[src/rtl/if_stage.sv]
// if_stage: instruction-fetch stage and IF/ID pipeline register.
// Owns the program counter and drives a synchronous-read instruction memory.
// Presents one instruction per cycle to decode.
// A one-entry skid register keeps the word that returns from memory while
// decode is stalled, so that word is not lost.
module if_stage #(
    parameter int PC_W = 16,
    parameter int INSTR_W = 16,
    parameter logic [PC_W-1:0] RESET_PC = {PC_W{1'b0}}
) (
    input  logic               clk,
    input  logic               rst,
    input  logic               pc_en,
    input  logic               ifid_en,
    input  logic               branch_taken,
    input  logic [PC_W-1:0]    branch_target,
    output logic               imem_req,
    output logic [PC_W-1:0]    imem_addr,
    input  logic [INSTR_W-1:0] imem_rdata,
    output logic [INSTR_W-1:0] ifid_instr,
    output logic [PC_W-1:0]    ifid_pc,
    output logic [PC_W-1:0]    ifid_pc1,
    output logic               ifid_valid
);

    localparam logic [PC_W-1:0]    PC_ZERO = {PC_W{1'b0}};
    localparam logic [PC_W-1:0]    PC_ONE  = {{(PC_W-1){1'b0}}, 1'b1};
    localparam logic [INSTR_W-1:0] NOP     = {INSTR_W{1'b0}};

    // Action taken on the coming edge when reset is not asserted.
    typedef enum logic [1:0] {
        ACT_FLUSH   = 2'd0,
        ACT_STALL   = 2'd1,
        ACT_ADVANCE = 2'd2
    } act_e;

    logic               stall_s;
    act_e               act_s;

    logic [PC_W-1:0]    pc_r,         pc_nxt_s;
    logic               req_valid_r,  req_valid_nxt_s;
    logic [PC_W-1:0]    req_pc_r,     req_pc_nxt_s;
    logic               hold_valid_r, hold_valid_nxt_s;
    logic [INSTR_W-1:0] hold_instr_r, hold_instr_nxt_s;
    logic [PC_W-1:0]    hold_pc_r,    hold_pc_nxt_s;
    logic [INSTR_W-1:0] ifid_instr_r, ifid_instr_nxt_s;
    logic [PC_W-1:0]    ifid_pc_r,    ifid_pc_nxt_s;
    logic [PC_W-1:0]    ifid_pc1_r,   ifid_pc1_nxt_s;
    logic               ifid_valid_r, ifid_valid_nxt_s;

    // Either hazard enable being low freezes the whole front end.
    assign stall_s   = ~pc_en | ~ifid_en;
    // A request goes out only when the current pc will actually be consumed.
    assign imem_req  = ~rst & ~branch_taken & ~stall_s;
    assign imem_addr = pc_r;

    assign ifid_instr = ifid_instr_r;
    assign ifid_pc    = ifid_pc_r;
    assign ifid_pc1   = ifid_pc1_r;
    assign ifid_valid = ifid_valid_r;

    // Select the edge action: a redirect beats a stall, which beats an advance.
    always_comb begin
        act_s = ACT_ADVANCE;
        if (branch_taken) begin
            act_s = ACT_FLUSH;
        end else if (stall_s) begin
            act_s = ACT_STALL;
        end else begin
            act_s = ACT_ADVANCE;
        end
    end

    // Next-state logic for the pc, the in-flight fetch, the skid entry and IF/ID.
    always_comb begin
        pc_nxt_s         = pc_r;
        req_valid_nxt_s  = req_valid_r;
        req_pc_nxt_s     = req_pc_r;
        hold_valid_nxt_s = hold_valid_r;
        hold_instr_nxt_s = hold_instr_r;
        hold_pc_nxt_s    = hold_pc_r;
        ifid_instr_nxt_s = ifid_instr_r;
        ifid_pc_nxt_s    = ifid_pc_r;
        ifid_pc1_nxt_s   = ifid_pc1_r;
        ifid_valid_nxt_s = ifid_valid_r;
        case (act_s)
            ACT_FLUSH: begin
                // Wrong-path data in flight or in the skid entry is dropped.
                pc_nxt_s         = branch_target;
                req_valid_nxt_s  = 1'b0;
                hold_valid_nxt_s = 1'b0;
                ifid_valid_nxt_s = 1'b0;
                ifid_instr_nxt_s = NOP;
            end
            ACT_STALL: begin
                // Catch the returning word now, since rdata is only valid this one cycle.
                if (req_valid_r && !hold_valid_r) begin
                    hold_valid_nxt_s = 1'b1;
                    hold_instr_nxt_s = imem_rdata;
                    hold_pc_nxt_s    = req_pc_r;
                end else begin
                    hold_valid_nxt_s = hold_valid_r;
                end
                req_valid_nxt_s = 1'b0;
            end
            ACT_ADVANCE: begin
                // The skid entry is older than anything in flight, so it goes first.
                if (hold_valid_r) begin
                    ifid_instr_nxt_s = hold_instr_r;
                    ifid_pc_nxt_s    = hold_pc_r;
                    ifid_pc1_nxt_s   = hold_pc_r + PC_ONE;
                    ifid_valid_nxt_s = 1'b1;
                end else if (req_valid_r) begin
                    ifid_instr_nxt_s = imem_rdata;
                    ifid_pc_nxt_s    = req_pc_r;
                    ifid_pc1_nxt_s   = req_pc_r + PC_ONE;
                    ifid_valid_nxt_s = 1'b1;
                end else begin
                    ifid_instr_nxt_s = NOP;
                    ifid_valid_nxt_s = 1'b0;
                end
                hold_valid_nxt_s = 1'b0;
                req_valid_nxt_s  = 1'b1;
                req_pc_nxt_s     = pc_r;
                pc_nxt_s         = pc_r + PC_ONE;
            end
            default: begin
                pc_nxt_s         = pc_r;
                req_valid_nxt_s  = 1'b0;
                hold_valid_nxt_s = 1'b0;
            end
        endcase
    end

    // State register with synchronous reset; reset wins over flush and stall.
    always_ff @(posedge clk) begin
        if (rst) begin
            pc_r         <= RESET_PC;
            req_valid_r  <= 1'b0;
            req_pc_r     <= PC_ZERO;
            hold_valid_r <= 1'b0;
            hold_instr_r <= NOP;
            hold_pc_r    <= PC_ZERO;
            ifid_instr_r <= NOP;
            ifid_pc_r    <= PC_ZERO;
            ifid_pc1_r   <= PC_ONE;
            ifid_valid_r <= 1'b0;
        end else begin
            pc_r         <= pc_nxt_s;
            req_valid_r  <= req_valid_nxt_s;
            req_pc_r     <= req_pc_nxt_s;
            hold_valid_r <= hold_valid_nxt_s;
            hold_instr_r <= hold_instr_nxt_s;
            hold_pc_r    <= hold_pc_nxt_s;
            ifid_instr_r <= ifid_instr_nxt_s;
            ifid_pc_r    <= ifid_pc_nxt_s;
            ifid_pc1_r   <= ifid_pc1_nxt_s;
            ifid_valid_r <= ifid_valid_nxt_s;
        end
    end

endmodule

[config.mk]
export PLATFORM = sky130hd
export DESIGN_NAME = if_stage
export DESIGN_NICKNAME = d
export VERILOG_FILES = /design/src/rtl/if_stage.sv
export SDC_FILE = /design/constraint.sdc
export NUM_CORES = 1
export LEC_CHECK = 0
export CORE_MARGIN = 2
export CORE_UTILIZATION = 55
export DETAILED_ROUTE_END_ITERATION = 6
export HOLD_SLACK_MARGIN = 0.12
export PLACE_DENSITY = 0.85
export RECOVER_POWER = 25
export SLEW_MARGIN = 0
export SYNTH_ARGS = -nofsm -noshare
export SYNTH_HDL_FRONTEND = slang
export SYNTH_SLANG_ARGS = --single-unit
[constraint.sdc]
create_clock -name clk -period 4.6 [get_ports clk]
set_input_delay 0.69 -clock clk [delete_from_list [all_inputs] [get_ports clk]]
set_output_delay 0.69 -clock clk [all_outputs]
set_load 0.03 [all_outputs]
======== Yosys cells after proc, flatten, opt, wreduce, memory -nomap -nowiden ========
Index checks and enable logic that the tools add are counted.
cells by class
  add/sub/neg operators ................... 3
  eq/ne operators ......................... 2
  multiplexer cells ....................... 14
  bitwise operators ....................... 9
  reductions and logical operators ........ 8
operator list
  cell                                                             count
  16-bit 2-to-1 mux                                                6
  16-bit one-hot mux with 2 select lines                           2
  16-bit by 1-bit adder with 16-bit output, second input constant  3
  1-bit NOT                                                        6
  2-bit 2-to-1 mux                                                 2
  2-bit AND reduction                                              2
  2-bit nonzero test                                               2
  1-bit 2-to-1 mux                                                 3
  1-bit bitwise AND                                                2
  2-bit by 1-bit == test with 1-bit output, second input constant  1
  2-bit == test, second input constant                             1
  2-bit logical NOT                                                1
  1-bit one-hot mux with 2 select lines                            1
  2-bit OR reduction                                               1
  1-bit logical AND                                                1
  1-bit logical NOT                                                1
  1-bit OR                                                         1
storage, ports and cells
  bits in registers ....................... 115
  bits of input ports ..................... 37
  output and inout port bits .............. 66
  word-level logic and storage cells ...... 46

======== Longest topological paths before layout ========
Gate-level depths: netlist (run 1).
  depth in word-level cells ............... 7
  mapped depth ............................ 9
  depth with buffers taken out ............ 6

======== Least setup slack after synthesis (run 1) ========
Ideal clock, no wire load.
  path type ............................... in2out
  from .................................... input branch_taken
  to ...................................... output imem_req
  arrival ................................. 1.804 ns
  required time ........................... 3.910 ns
  slack ................................... 2.106 ns
  cell stages on the path ................. 4
  cell sequence ........................... clkbuf_1 > nor4bb_1 > buf_2 > buf_1
between the ends
  longest elaborated chain between the ends .. 3
RTL lines
  element                         line  source
  from (decl)                     15    input logic branch_taken,
  1-bit NOT                       54    assign imem_req = ~rst & ~branch_taken & ~stall_s;
  1-bit bitwise AND (2 in a row)  54
  to (decl)                       17    output logic imem_req,
Every way passes these cells.

======== Worst setup path after layout (run 1) ========
Ends and elaborated chain as after synthesis.

==> implementation parameters, run 1 <==
Parameter                              Value

Power and ir drop
  Lkg Pwr    about 2.3 nW
  Power per cell area    388.3 nW/um^2
  Sum of internal, switching and leakage power    2.633 mW
  Peak supply drop    0.2180 mV

Floorplanning
  Initial core utilization    55.98%
  Width of the die    100.3 um
  Full die area    10060 um^2
  Rows    35
  Placeable core region    9109 um^2
  Floorplan die height    100.3 um
  Ports    103

Logic synthesis
  Synthesized area per cell    8.237 um^2
  Count leader, synth    sky130_fd_sc_hd__nand2_1
  Syn. warnings    0
  Most area-hungry cell type in the Yosys netlist    sky130_fd_sc_hd__dfxtp_1
  Synth area leaders    sky130_fd_sc_hd__dfxtp_1 45%, sky130_fd_sc_hd__nand2_1 11%, sky130_fd_sc_hd__a21oi_1 5.7%
  Asr flop ratio synth    0%
  Count of unique library cells instantiated by Yosys    56
  Ranking of synthesized cells by instance count    148 x sky130_fd_sc_hd__nand2_1, 115 x sky130_fd_sc_hd__dfxtp_1, 58 x sky130_fd_sc_hd__a21oi_1
  Syn Nets    658
  Flip-flop and latch count after synthesis    roughly 120
  Combined area of all synthesized cells    5099 um^2
  Syn Inst Count    619
  Number of synthesized flops with an enable pin    0
  Sequential share of the synthesized area    45.15%
  Top-area cell type share of the netlist area    45.15%
  Most used DFF post-synth    sky130_fd_sc_hd__dfxtp_1

Finish
  Area of the multi-input gates    2592 um^2
  Area of all sequential standard cells    2303 um^2
  Final cell utilization of the core    74.45%
  Fraction of layout instances using a drive strength above 1    approximately 7%
  Area growth from synthesis to layout    33.01%
  Final nets    roughly 740
  Number of fillers in the final layout    649
  Finished Layout Cells    slightly above 800
  Antenna diodes    0

Clock tree
  Total CTS buffers    17
  H-tree levels    4
  CTS tree    yes
  Clock sink total    115
  Clock root cell    sky130_fd_sc_hd__clkbuf_8
  PostCTS Resize Cnt    0
  Clock latency reported for the late side of the worst-skew pair    between 0.5 and 0.6 ns
  Post-CTS Hold Fix Bufs    0
  Reg clk slew, reported paths    approximately 0.06 ns
  Buffer depth of the longest clock path    2
  Count of buffers added by post-CTS timing repair for setup    0

Timing
  Clock period minus final worst setup slack    3.418 ns
  Rel. slew slack    19.16%
  Setup repair after global routing missed its margin    false
  Count of endpoints failing setup in the final report    0
  Actual transition at the worst max-transition pin    approximately 1.2 ns
  Final Cycle Share    74.31%
  Setup clock skew after layout    0.007186 ns
  Final count of hold timing violations    0
  Max Slew Vio Count    0
  Total Neg Setup Slack    0 ns
  Max frequency    slightly below 300 MHz

Detailed routing
  Via Count    between 4000 and 5000
  Router iterations before antenna repair    5
  Sum of routed wire length over all layers    13800 um
  DRC violation count after routing    0
  Routed via count divided by cell count    5.978
  Violation count after the first detailed-routing iteration    323
  DRT antenna net count    0
  Wire length per cell    16.68 um

Global routing
  Wire length of the first global-routing pass    around 22000 um
  Initial antenna violation count    0
  Total global routing track utilization    28.17%
  Maximum number of pins on one net before global-route repair    60
  Global route overflow    0
  Via count of the first global-routing pass    4744

Critical path
  Critical Path RT    3.91 ns
  Worst setup path class    in -> out
  Crit start category    primary input
  Critical path data arrival time    2.73 ns
  Kind of end point of the critical path    output port
  Crit Path Max Fanout    19
  Critical path startpoint    branch_taken
  Source of the worst register-to-register timing path    hold_valid_r

Status
  Outcome    completed

Hold path
  Launch instance of the worst min-delay path    hold_instr_r[6]
  Hold Path Class    reg -> reg

Placed design
  Post-DP HPWL    roughly 9000 um
  GP Congestion    0.8492
  Count of port buffers added during placement    102
  Number of instances in the placed design    795

Flow run
  Maxcap violations    0
stage by stage:
stage	hold slack [ns]	instance area [um^2]	setup WS, ns
finish	0.4536	6782	1.182
global route	0.4642	6782	1.116
CTS	0.4567	6792	1.237
detailed placement	0.4472	6143	1.251
global placement	0.4297	6143	1.264
floorplan	0.4360	5099	2.106
flip-flops by register name, summed over array words and instances (netlist names):
signal / cells
hold_instr_r: 16
hold_pc_r: 16
hold_valid_r: 1
ifid_instr: 16
ifid_pc: 16
ifid_pc1: 16
ifid_valid: 1
imem_addr: 16
req_pc_r: 16
req_valid_r: 1
cells in the final DEF (no fill, tap or decap), drive strengths merged, types with 7 or more instances in the layout:
cell type	n
nor2	37
nand2	148
clkbuf	21
a211oi	29
mux2i	14
clkdlybuf4s50	90
nor3	8
nand3	14
dlygate4sd3	11
o21ai	21
buf	8
a21oi	58
xnor2	10
dfxtp	115
a22o	16
nand4	15
nand3b	7
logic make-up (layout without fill, tap and decap cells):
kind of cell             count (synthesis)  after routing  synth area share [%]
AND/OR/NAND/NOR                        266            266                 24.39
AO/OA/AOI/OAI                          153            153                 19.75
flip-flops                             115            115                 45.15
buffers and inverters                   52            149                 4.393
multiplexers                            17             17                 3.411
XOR/XNOR                                14             14                 2.405
adder cells (fa/ha/maj)                  2              2                0.4907
worst max-delay path: stages:
cell and delay (ns):
sky130_fd_sc_hd__dlygate4sd3_1 0.71, sky130_fd_sc_hd__nor4bb_4 0.33, sky130_fd_sc_hd__buf_4 0.29, sky130_fd_sc_hd__clkdlybuf4s50_1 0.71
metal layers:
| metal | GRT usage [%] | routed length, um | vias up |
|---|---|---|---|
| met4 | 12.43 | 326 | 0 |
| met1 | 35.33 | 5803 | 2296 |
| met2 | 46.46 | 6687 | 242 |
| li1 | - | - | 2374 |
| met5 | 0 | 0 | - |
| met3 | 6.407 | 981 | 32 |
where the power goes:
| group | total, mW | internal (mW) | switching [mW] |
|---|---|---|---|
| clock network | 1.43 | 0.962 | 0.467 |
| registers | 1.04 | 1.01 | 0.0255 |
| logic | 0.165 | 0.0723 | 0.0926 |
path summary, 6_finish.rpt:
check / slack, ns / to / cells after the start
worst max-delay path: 1.18 / imem_req / 4
worst min register to register: 0.45 / hold_instr_r[6] / 2
worst max register to register: 1.93 / ifid_pc1[10] / 5
worst min-delay path: 0.45 / hold_instr_r[6] / 2
cell type report:
type,count,share of cell area [%]
Multi-Input combinational cell,452,38.23
Timing Repair Buffer,111,15.87
Inverter,6,0.3321
Clock buffer,19,6.513
Sequential cell,115,33.97
Tap cell,111,2.048
Clock inverter,13,3.044
Note: power is estimated with default switching activity, not from simulation.
==> run 2, diff against run 1 <==
- CORE_UTILIZATION: 55 -> 51
- PLACE_DENSITY: 0.85 -> 0.79
- clock period: 4.6 -> 3.2 ns (I/O delays scaled with it)
==> implementation parameters, run 2 (synthesis gave the netlist of run 1 again) <==
Parameter                              Value

Status
  Outcome    finished with violations
  Violated checks    max-capacitance violations, max-slew violations

Timing
  Max Slew Vio Count    between 40 and 50
  Max frequency    375.5 MHz
  Rel. slew slack    -33.05%
  Final Cycle Share    83.22%
  Setup repair after global routing missed its margin    false
  Count of endpoints failing setup in the final report    0
  Actual transition at the worst max-transition pin    1.996 ns
  Worst setup margin    0.5370 ns
  Setup clock skew after layout    between 0.006 and 0.007 ns
  Total Neg Setup Slack    0 ns
  Clock period minus final worst setup slack    2.663 ns
  Final count of hold timing violations    0

Power and ir drop
  Peak supply drop    between 0.3 and 0.4 mV
  Combinational cell fraction of total power    7.1%
  Clock group share of total power    48.7%
  Lkg Pwr    between 2 and 2.5 nW
  Portion of total power attributed to sequential cells    44.2%
  Switching share of power    25.52%
  Internal Dissipation    2.513 mW
  Net switching power    roughly 860 uW
  Sum of internal, switching and leakage power    3.374 mW
  Power per cell area    501.8 nW/um^2

Floorplanning
  Full die area    10810 um^2
  Ports    103
  Width of the die    104.0 um
  Floorplan die height    104.0 um
  Initial core utilization    roughly 52%
  Rows    36
  Placeable core region    9729 um^2

Detailed routing
  Via Count    roughly 4900
  DRT antenna net count    0
  Router iterations before antenna repair    5
  DRC violation count after routing    0
  Violation count after the first detailed-routing iteration    259
  Routed via count divided by cell count    5.701
  Sum of routed wire length over all layers    13280 um
  Wire length per cell    15.52 um

Finish
  Area growth from synthesis to layout    31.88%
  Commonest non-fill, non-tap cell in the layout    sky130_fd_sc_hd__nand2_1
  Most frequent cells in the layout    148 x sky130_fd_sc_hd__nand2_1, 114 x sky130_fd_sc_hd__dfxtp_1, 99 x sky130_fd_sc_hd__clkdlybuf4s50_1
  Finished Layout Cells    between 800 and 900
  Final nets    749
  Fraction of layout instances using a drive strength above 1    about 7.7%
  Antenna diodes    0

Global routing
  Via count of the first global-routing pass    4688
  Global route overflow    0
  Wire length of the first global-routing pass    ~22000 um
  Total global routing track utilization    24.63%
  Initial antenna violation count    0
  Maximum number of pins on one net before global-route repair    46

Clock tree
  PostCTS Resize Cnt    0
  Buffer depth of the longest clock path    2
  Count of buffers added by post-CTS timing repair for setup    0
  Clock root cell    sky130_fd_sc_hd__clkbuf_8
  CTS tree    yes
  Clock sink total    115
  Post-CTS Hold Fix Bufs    0
  Reg clk slew, reported paths    0.06 ns
  H-tree levels    4
  Total CTS buffers    17
  Clock latency reported for the late side of the worst-skew pair    0.51 ns

Critical path
  Crit Path Max Fanout    45
  Worst setup path class    in -> reg
  Critical path data arrival time    3.06 ns
  Critical Path RT    3.59 ns
  Crit start category    primary input
  Kind of end point of the critical path    flop

Hold path
  Hold Path Class    in -> reg

Placed design
  GP Congestion    0.8619
  Number of instances in the placed design    slightly above 800
  Post-DP HPWL    9038 um
  Count of port buffers added during placement    102
  Worst Setup Slack post-DPL    0.6319 ns

Flow run
  Maxcap violations    1
## run 2: cell count changes in the layout (fill, tap and decap cells not counted)
cell	previous run	this run
sky130_fd_sc_hd__buf_4	7	11
sky130_fd_sc_hd__bufinv_16	5	0
sky130_fd_sc_hd__clkbuf_1	2	6
sky130_fd_sc_hd__clkbuf_8	3	1
sky130_fd_sc_hd__clkdlybuf4s50_1	90	99
sky130_fd_sc_hd__clkinv_4	3	2
sky130_fd_sc_hd__clkinvlp_4	2	7
sky130_fd_sc_hd__dlygate4sd3_1	11	1
sky130_fd_sc_hd__inv_6	0	3
sky130_fd_sc_hd__nor2_1	37	36
sky130_fd_sc_hd__nor2_2	0	1
## run 2: cell type report
type | instances | area (um^2)
Timing Repair Buffer | 118 | 1111
Fill cell | 799 | 3005
Tap cell | 133 | 166.4
Sequential cell | 115 | 2303
Clock inverter | 15 | 111.4
Multi-Input combinational cell | 452 | 2595
Inverter | 6 | 22.52
Clock buffer | 17 | 414.1
## run 2: stage by stage
step / instance area, um^2 / utilization (%) / hold slack, ns
after floorplan: 5099 / - / 0.4360
after global placement: 6221 / 63.94 / 0.4378
after detailed placement: 6221 / 63.94 / 0.4485
after CTS: 6746 / 69.34 / 0.4236
after global routing: 6724 / 69.11 / 0.4419
final: 6724 / 69.11 / 0.4448
## run 2: path summary, 6_finish.rpt
| kind | startpoint | to | slack (ns) | cells past startpoint |
|---|---|---|---|---|
| min | rst | req_pc_r[0] | 0.44 | 2 |
| min reg2reg | ifid_valid | ifid_valid | 0.45 | 2 |
| max | rst | ifid_pc1[12] | 0.54 | 5 |
| max reg2reg | hold_valid_r | ifid_pc1[11] | 0.81 | 5 |
## run 2: per-layer routing
| metal | vias to the layer above | track usage [%] | wire (um) |
|---|---|---|---|
| met1 | 2280 | 31.34 | 5943 |
| met2 | 192 | 40.18 | 6271 |
| met3 | 21 | 6.955 | 868 |
| met5 | - | 0 | 0 |
| li1 | 2387 | - | - |
| met4 | 0 | 8.494 | 200 |
## run 2: power groups by stage
stage	Combinational [mW]	Sequential, mW	Clock (mW)
floorplan	0.0975	1.54	0
global placement	0.237	1.52	0
detailed placement	0.241	1.52	0
CTS	0.243	1.49	1.65
global route	0.259	1.49	1.72
finish	0.241	1.49	1.64
## run 2: critical path: stages
cell and delay, ns:
sky130_fd_sc_hd__buf_2 0.42, sky130_fd_sc_hd__clkbuf_1 1.47, sky130_fd_sc_hd__or2_2 0.32, sky130_fd_sc_hd__o32ai_1 0.09, sky130_fd_sc_hd__nand3b_1 0.24
==> run 3, diff against run 2 <==
- CORE_UTILIZATION: 51 -> 46
- PLACE_DENSITY: 0.79 -> 0.76
- clock period: 3.2 -> 2.15 ns (I/O delays scaled with it)
==> implementation parameters, run 3 (synthesis gave the netlist of run 1 again) <==
Parameter                              Value

Timing
  Final Cycle Share    96.76%
  Max frequency    between 400 and 500 MHz
  Max Slew Vio Count    0
  Rel. slew slack    between 20% and 30%
  Actual transition at the worst max-transition pin    1.084 ns
  Setup repair after global routing missed its margin    false
  Clock period minus final worst setup slack    2.080 ns
  Count of endpoints failing setup in the final report    0
  Final count of hold timing violations    0
  Setup clock skew after layout    between 0.009 and 0.01 ns
  Final Hold Slack    0.2591 ns

Clock tree
  PostCTS Resize Cnt    0
  Clock sink total    115
  Buffer depth of the longest clock path    2
  H-tree levels    4
  Clock latency reported for the late side of the worst-skew pair    0.52 ns
  Post-CTS Hold Fix Bufs    0
  Clock root cell    sky130_fd_sc_hd__clkbuf_8
  Reg clk slew, reported paths    0.06 ns
  Total CTS buffers    17
  CTS tree    yes
  Count of buffers added by post-CTS timing repair for setup    0

Critical path
  Kind of end point of the critical path    output port
  Delay-heaviest family, CP    buffers and inverters
  Slowest library cell on the worst path    sky130_fd_sc_hd__clkdlybuf4s50_1
  Critical Path RT    1.83 ns
  Worst setup path class    reg -> out
  Crit start category    flop
  Largest stage delay on the critical path    0.74 ns
  Critical path data arrival time    between 1.5 and 2 ns
  Crit Path Max Fanout    8
  Cell Chain, Critical Path    clkdlybuf4s50_1
  Buffering stage count on the worst path with inverters included    1

Detailed routing
  Violation count after the first detailed-routing iteration    304
  Router iterations before antenna repair    5
  Uppermost metal layer occupied by signal nets    met4
  DRT antenna net count    0
  Sum of routed wire length over all layers    around 14000 um
  Via Count    4930
  Met1 routed wirelength after detailed routing    6483 um
  DRC violation count after routing    0
  Routed wl met3    632 um
  Routed via count divided by cell count    between 5 and 6
  Total met2 wirelength after detailed routing    6756 um
  Wire length per cell    ~16 um

Finish
  Area of all sequential standard cells    about 2300 um^2
  Antenna diodes    0
  Area growth from synthesis to layout    37.74%
  Area of the multi-input gates    ~2600 um^2
  Final nets    between 700 and 800
  Most frequent cells in the layout    148 x sky130_fd_sc_hd__nand2_1, 114 x sky130_fd_sc_hd__dfxtp_1, 99 x sky130_fd_sc_hd__clkdlybuf4s50_1
  Finished Layout Cells    887
  Commonest non-fill, non-tap cell in the layout    sky130_fd_sc_hd__nand2_1
  Number of fillers in the final layout    between 900 and 1000
  Final cell utilization of the core    64.79%
  Post-route cell area    7023 um^2
  Fraction of layout instances using a drive strength above 1    10.84%

Placed design
  Post-DP HPWL    9741 um
  Number of instances in the placed design    about 860
  GP Congestion    0.8662
  Post-detailed-placement cell area    6435 um^2
  Count of port buffers added during placement    roughly 100

Floorplanning
  Full die area    approximately 12000 um^2
  Placeable core region    10840 um^2
  Width of the die    109.3 um
  Rows    38
  Floorplan die height    109.3 um
  Ports    ~100
  Initial core utilization    between 40% and 50%

Status
  Outcome    completed

Global routing
  Initial antenna violation count    0
  Global route overflow    0
  Via count of the first global-routing pass    between 4000 and 5000
  Wire length of the first global-routing pass    22540 um
  Maximum number of pins on one net before global-route repair    56
  Total global routing track utilization    24.01%

Power and ir drop
  Lkg Pwr    2.415 nW
  Power per cell area    774.7 nW/um^2
  Peak supply drop    between 0.4 and 0.5 mV

Hold path
  Hold Path Class    in -> reg

Flow run
  Maxcap violations    0
-- run 3: area by class of cell --
cell class	instances	area share, %
multi-input cells	452	36.95
inverters	6	0.3207
repair buffers	142	18.81
flip-flops and latches	115	32.80
clock inverters	13	2.476
clock buffers	19	6.146
well taps	140	2.494
-- run 3: worst paths after layout --
path / slack (ns) / end / cells after the start / start
hold / removal: 0.26 / req_pc_r[3] / 2 / rst
setup / recovery: 0.07 / imem_addr[9] / 1 / imem_addr[9]
setup reg to reg: 0.10 / ifid_pc1[11] / 5 / hold_valid_r
hold reg to reg: 0.44 / ifid_pc1[0] / 2 / ifid_pc1[0]
-- run 3: through the flow --
| step | TNS (ns) | setup slack (ns) | power [mW] |
|---|---|---|---|
| 2_1_floorplan | 0 | 0.02665 | 2.443 |
| 3_3_place_gp | -0.7415 | -0.05255 | 2.632 |
| 3_5_place_dp | -1.702 | -0.1223 | 2.637 |
| 4_1_cts | 0 | 0.06758 | 5.455 |
| 5_1_grt | 0 | 0.009012 | 5.586 |
| 6_report | 0 | 0.06971 | 5.441 |
-- run 3: report_power, final --
part	total, mW	leakage [nW]	switching [mW]	internal [mW]
Clock	2.85	0.286	1.03	1.81
Combinational	0.376	1.20	0.205	0.171
Sequential	2.22	0.932	0.0488	2.17
-- run 3: per-layer routing --
layer	up-vias	GRT usage, %
li1	2428	-
met1	2327	30.84
met2	149	40.20
met3	26	4.363
met4	0	8.951
met5	-	0
==> edit (settings of run 3) <==
Put one more register stage on the output `imem_addr`, cleared by the reset. The value now appears one clock later. The other outputs are not delayed to match.
--- a/src/rtl/if_stage.sv
+++ b/src/rtl/if_stage.sv
@@ -54,3 +54,9 @@
     assign imem_req  = ~rst & ~branch_taken & ~stall_s;
-    assign imem_addr = pc_r;
+    always_ff @(posedge clk) begin
+        if (rst) begin
+            imem_addr <= '0;
+        end else begin
+            imem_addr <= pc_r;
+        end
+    end
 
Check against the original RTL: not equivalent (a bounded check fails within 4 cycles, from zero or initial values and one cycle with rst high).
==> edit against run 3 <==
Worst setup slack better by 0.058 ns; combinational power is 9.3% lower; clock skew shrank 0.0027 ns; sequential power grew 14%; synthesized area rose by 6.3%; non-clock buffer count down 11; wire length down 2.1%; final area grew 4.2%; register-to-register slack better by 0.03 ns; total power rose by 8.6%; sequential cell count is 16 higher; critical endpoint is now ifid_pc1[14]$_SDFFE_PP0P_.
==> edit: results (changes against run 3) <==
| Metric | Value |
|---|---|
| Post-DP Area | `6710 um^2 (+4.3%)` |
| All-Layer GR Usage | `21.9% (-2.1 points)` |
| Number of fill cells | `943 (+1.9%)` |
| Non-clock buffer share of cell area | `17.0% (-1.8 points)` |
| Leakage | `2.53 nW (+4.6%)` |
| Peak supply drop | `582 uV (+23%)` |
| Design area | `7320 um^2 (+4.2%)` |
| Netlist cell types | `42 (-25%)` |
| Total wire length | `13800 um (-2.1%)` |
| Wire length on met3 | `762 um (+21%)` |
| Vias in the first global route | `4657 (+0.41%)` |
| CTS root buf | `clkbuf_16` |
| CP peak stage delay | `0.53 ns (-0.21 ns)` |
| ClkCell Share | `8.72% (+0.097 points)` |
| Buf+Inv Stages, Crit Path | `0 (-1)` |
| Status | `finished, final reports clean` |
| Layout cells sized above 1 | `8.38% (-2.5 points)` |
| Ranking of synthesized cells by area | `dfxtp_1, nand2_1, a21oi_1, nor2_1, mux2i_1` |
| M3 GR Usage | `4.59% (+0.23 points)` |
| FF/Latch Area | `2620 um^2 (+14%)` |
| Final Skew | `0.00636 ns (-0.00274 ns)` |
| Least-Margin Pin Slew | `0.881 ns (-0.203 ns)` |
| Routed len/inst | `14.6 um (-7.9%)` |
| Pin count of the biggest net entering global routing | `72 (+29%)` |
| Worst skew pair latency | `0.40 ns (-0.12 ns)` |
| Synth Net Count | `722 (+9.7%)` |
| Cell Area, Synth | `5420 um^2 (+6.3%)` |
| Routed via count | `5072 (+2.9%)` |
| Area occupied by multi-input gates | `2610 um^2 (+0.63%)` |
| Post-layout nets | `826 (+6.9%)` |
| Initial Util | `47.2% (+0.21 points)` |
| GPL Wtd Cong | `0.865 (-0.16%)` |
| Critical path's top delay family | `simple AND/OR/NAND/NOR gates` |
| CTS sink count | `131 (+14%)` |
| M1 WL | `6280 um (-3.1%)` |
| Grt met2 use | `34.7% (-5.5 points)` |
## edit: cell count changes after synthesis, sizes merged, moves of 15 or more
cell	delta
nand2	+32
a21oi	+27
a22o	-16
dfxtp	+16
nor2	+15
## edit: logic make-up after synthesis
| family | after synthesis | synth area share (%) |
|---|---|---|
| AOI/OAI and AO/OA | 151 | 15.7 |
| xor gates and xnor gates | 18 | 2.91 |
| adders and majority gates | 2 | 0.462 |
| buffers and inverters | 51 | 3.72 |
| DFF | 131 | 48.4 |
| muxes | 18 | 3.39 |
| and+or+nand+nor | 312 | 25.5 |
## edit: worst paths after layout
kind | cells after the start | start | slack [ns] | to
max | 6 | req_pc_r[1]$_SDFFE_PP0P_ | 0.13 | ifid_pc1[14]$_SDFFE_PP0P_
min | 2 | rst | 0.27 | hold_pc_r[7]$_SDFFE_PP0P_
max reg2reg | 6 | req_pc_r[1]$_SDFFE_PP0P_ | 0.13 | ifid_pc1[14]$_SDFFE_PP0P_
min reg2reg | 2 | ifid_pc1[0]$_SDFFE_PP1P_ | 0.45 | ifid_pc1[0]$_SDFFE_PP1P_
## edit: power groups by stage
| stage | combinational [mW] | clock [mW] | sequential [mW] |
|---|---|---|---|
| after global routing | 0.370 | 3.21 | 2.52 |
| final | 0.341 | 3.05 | 2.52 |
| after CTS | 0.346 | 3.10 | 2.51 |
| after floorplan | 0.147 | 0 | 2.59 |
| after global placement | 0.338 | 0 | 2.56 |
| after detailed placement | 0.343 | 0 | 2.56 |
## edit: worst reg2reg max path, cell delays in order, from the launching register on
cell and delay (ns):
dfxtp_1 0.41, mux2_2 0.24, ha_2 0.23, a21boi_2 0.30, nand2_1 0.18, or4_1 0.53
nand3_1 0.07
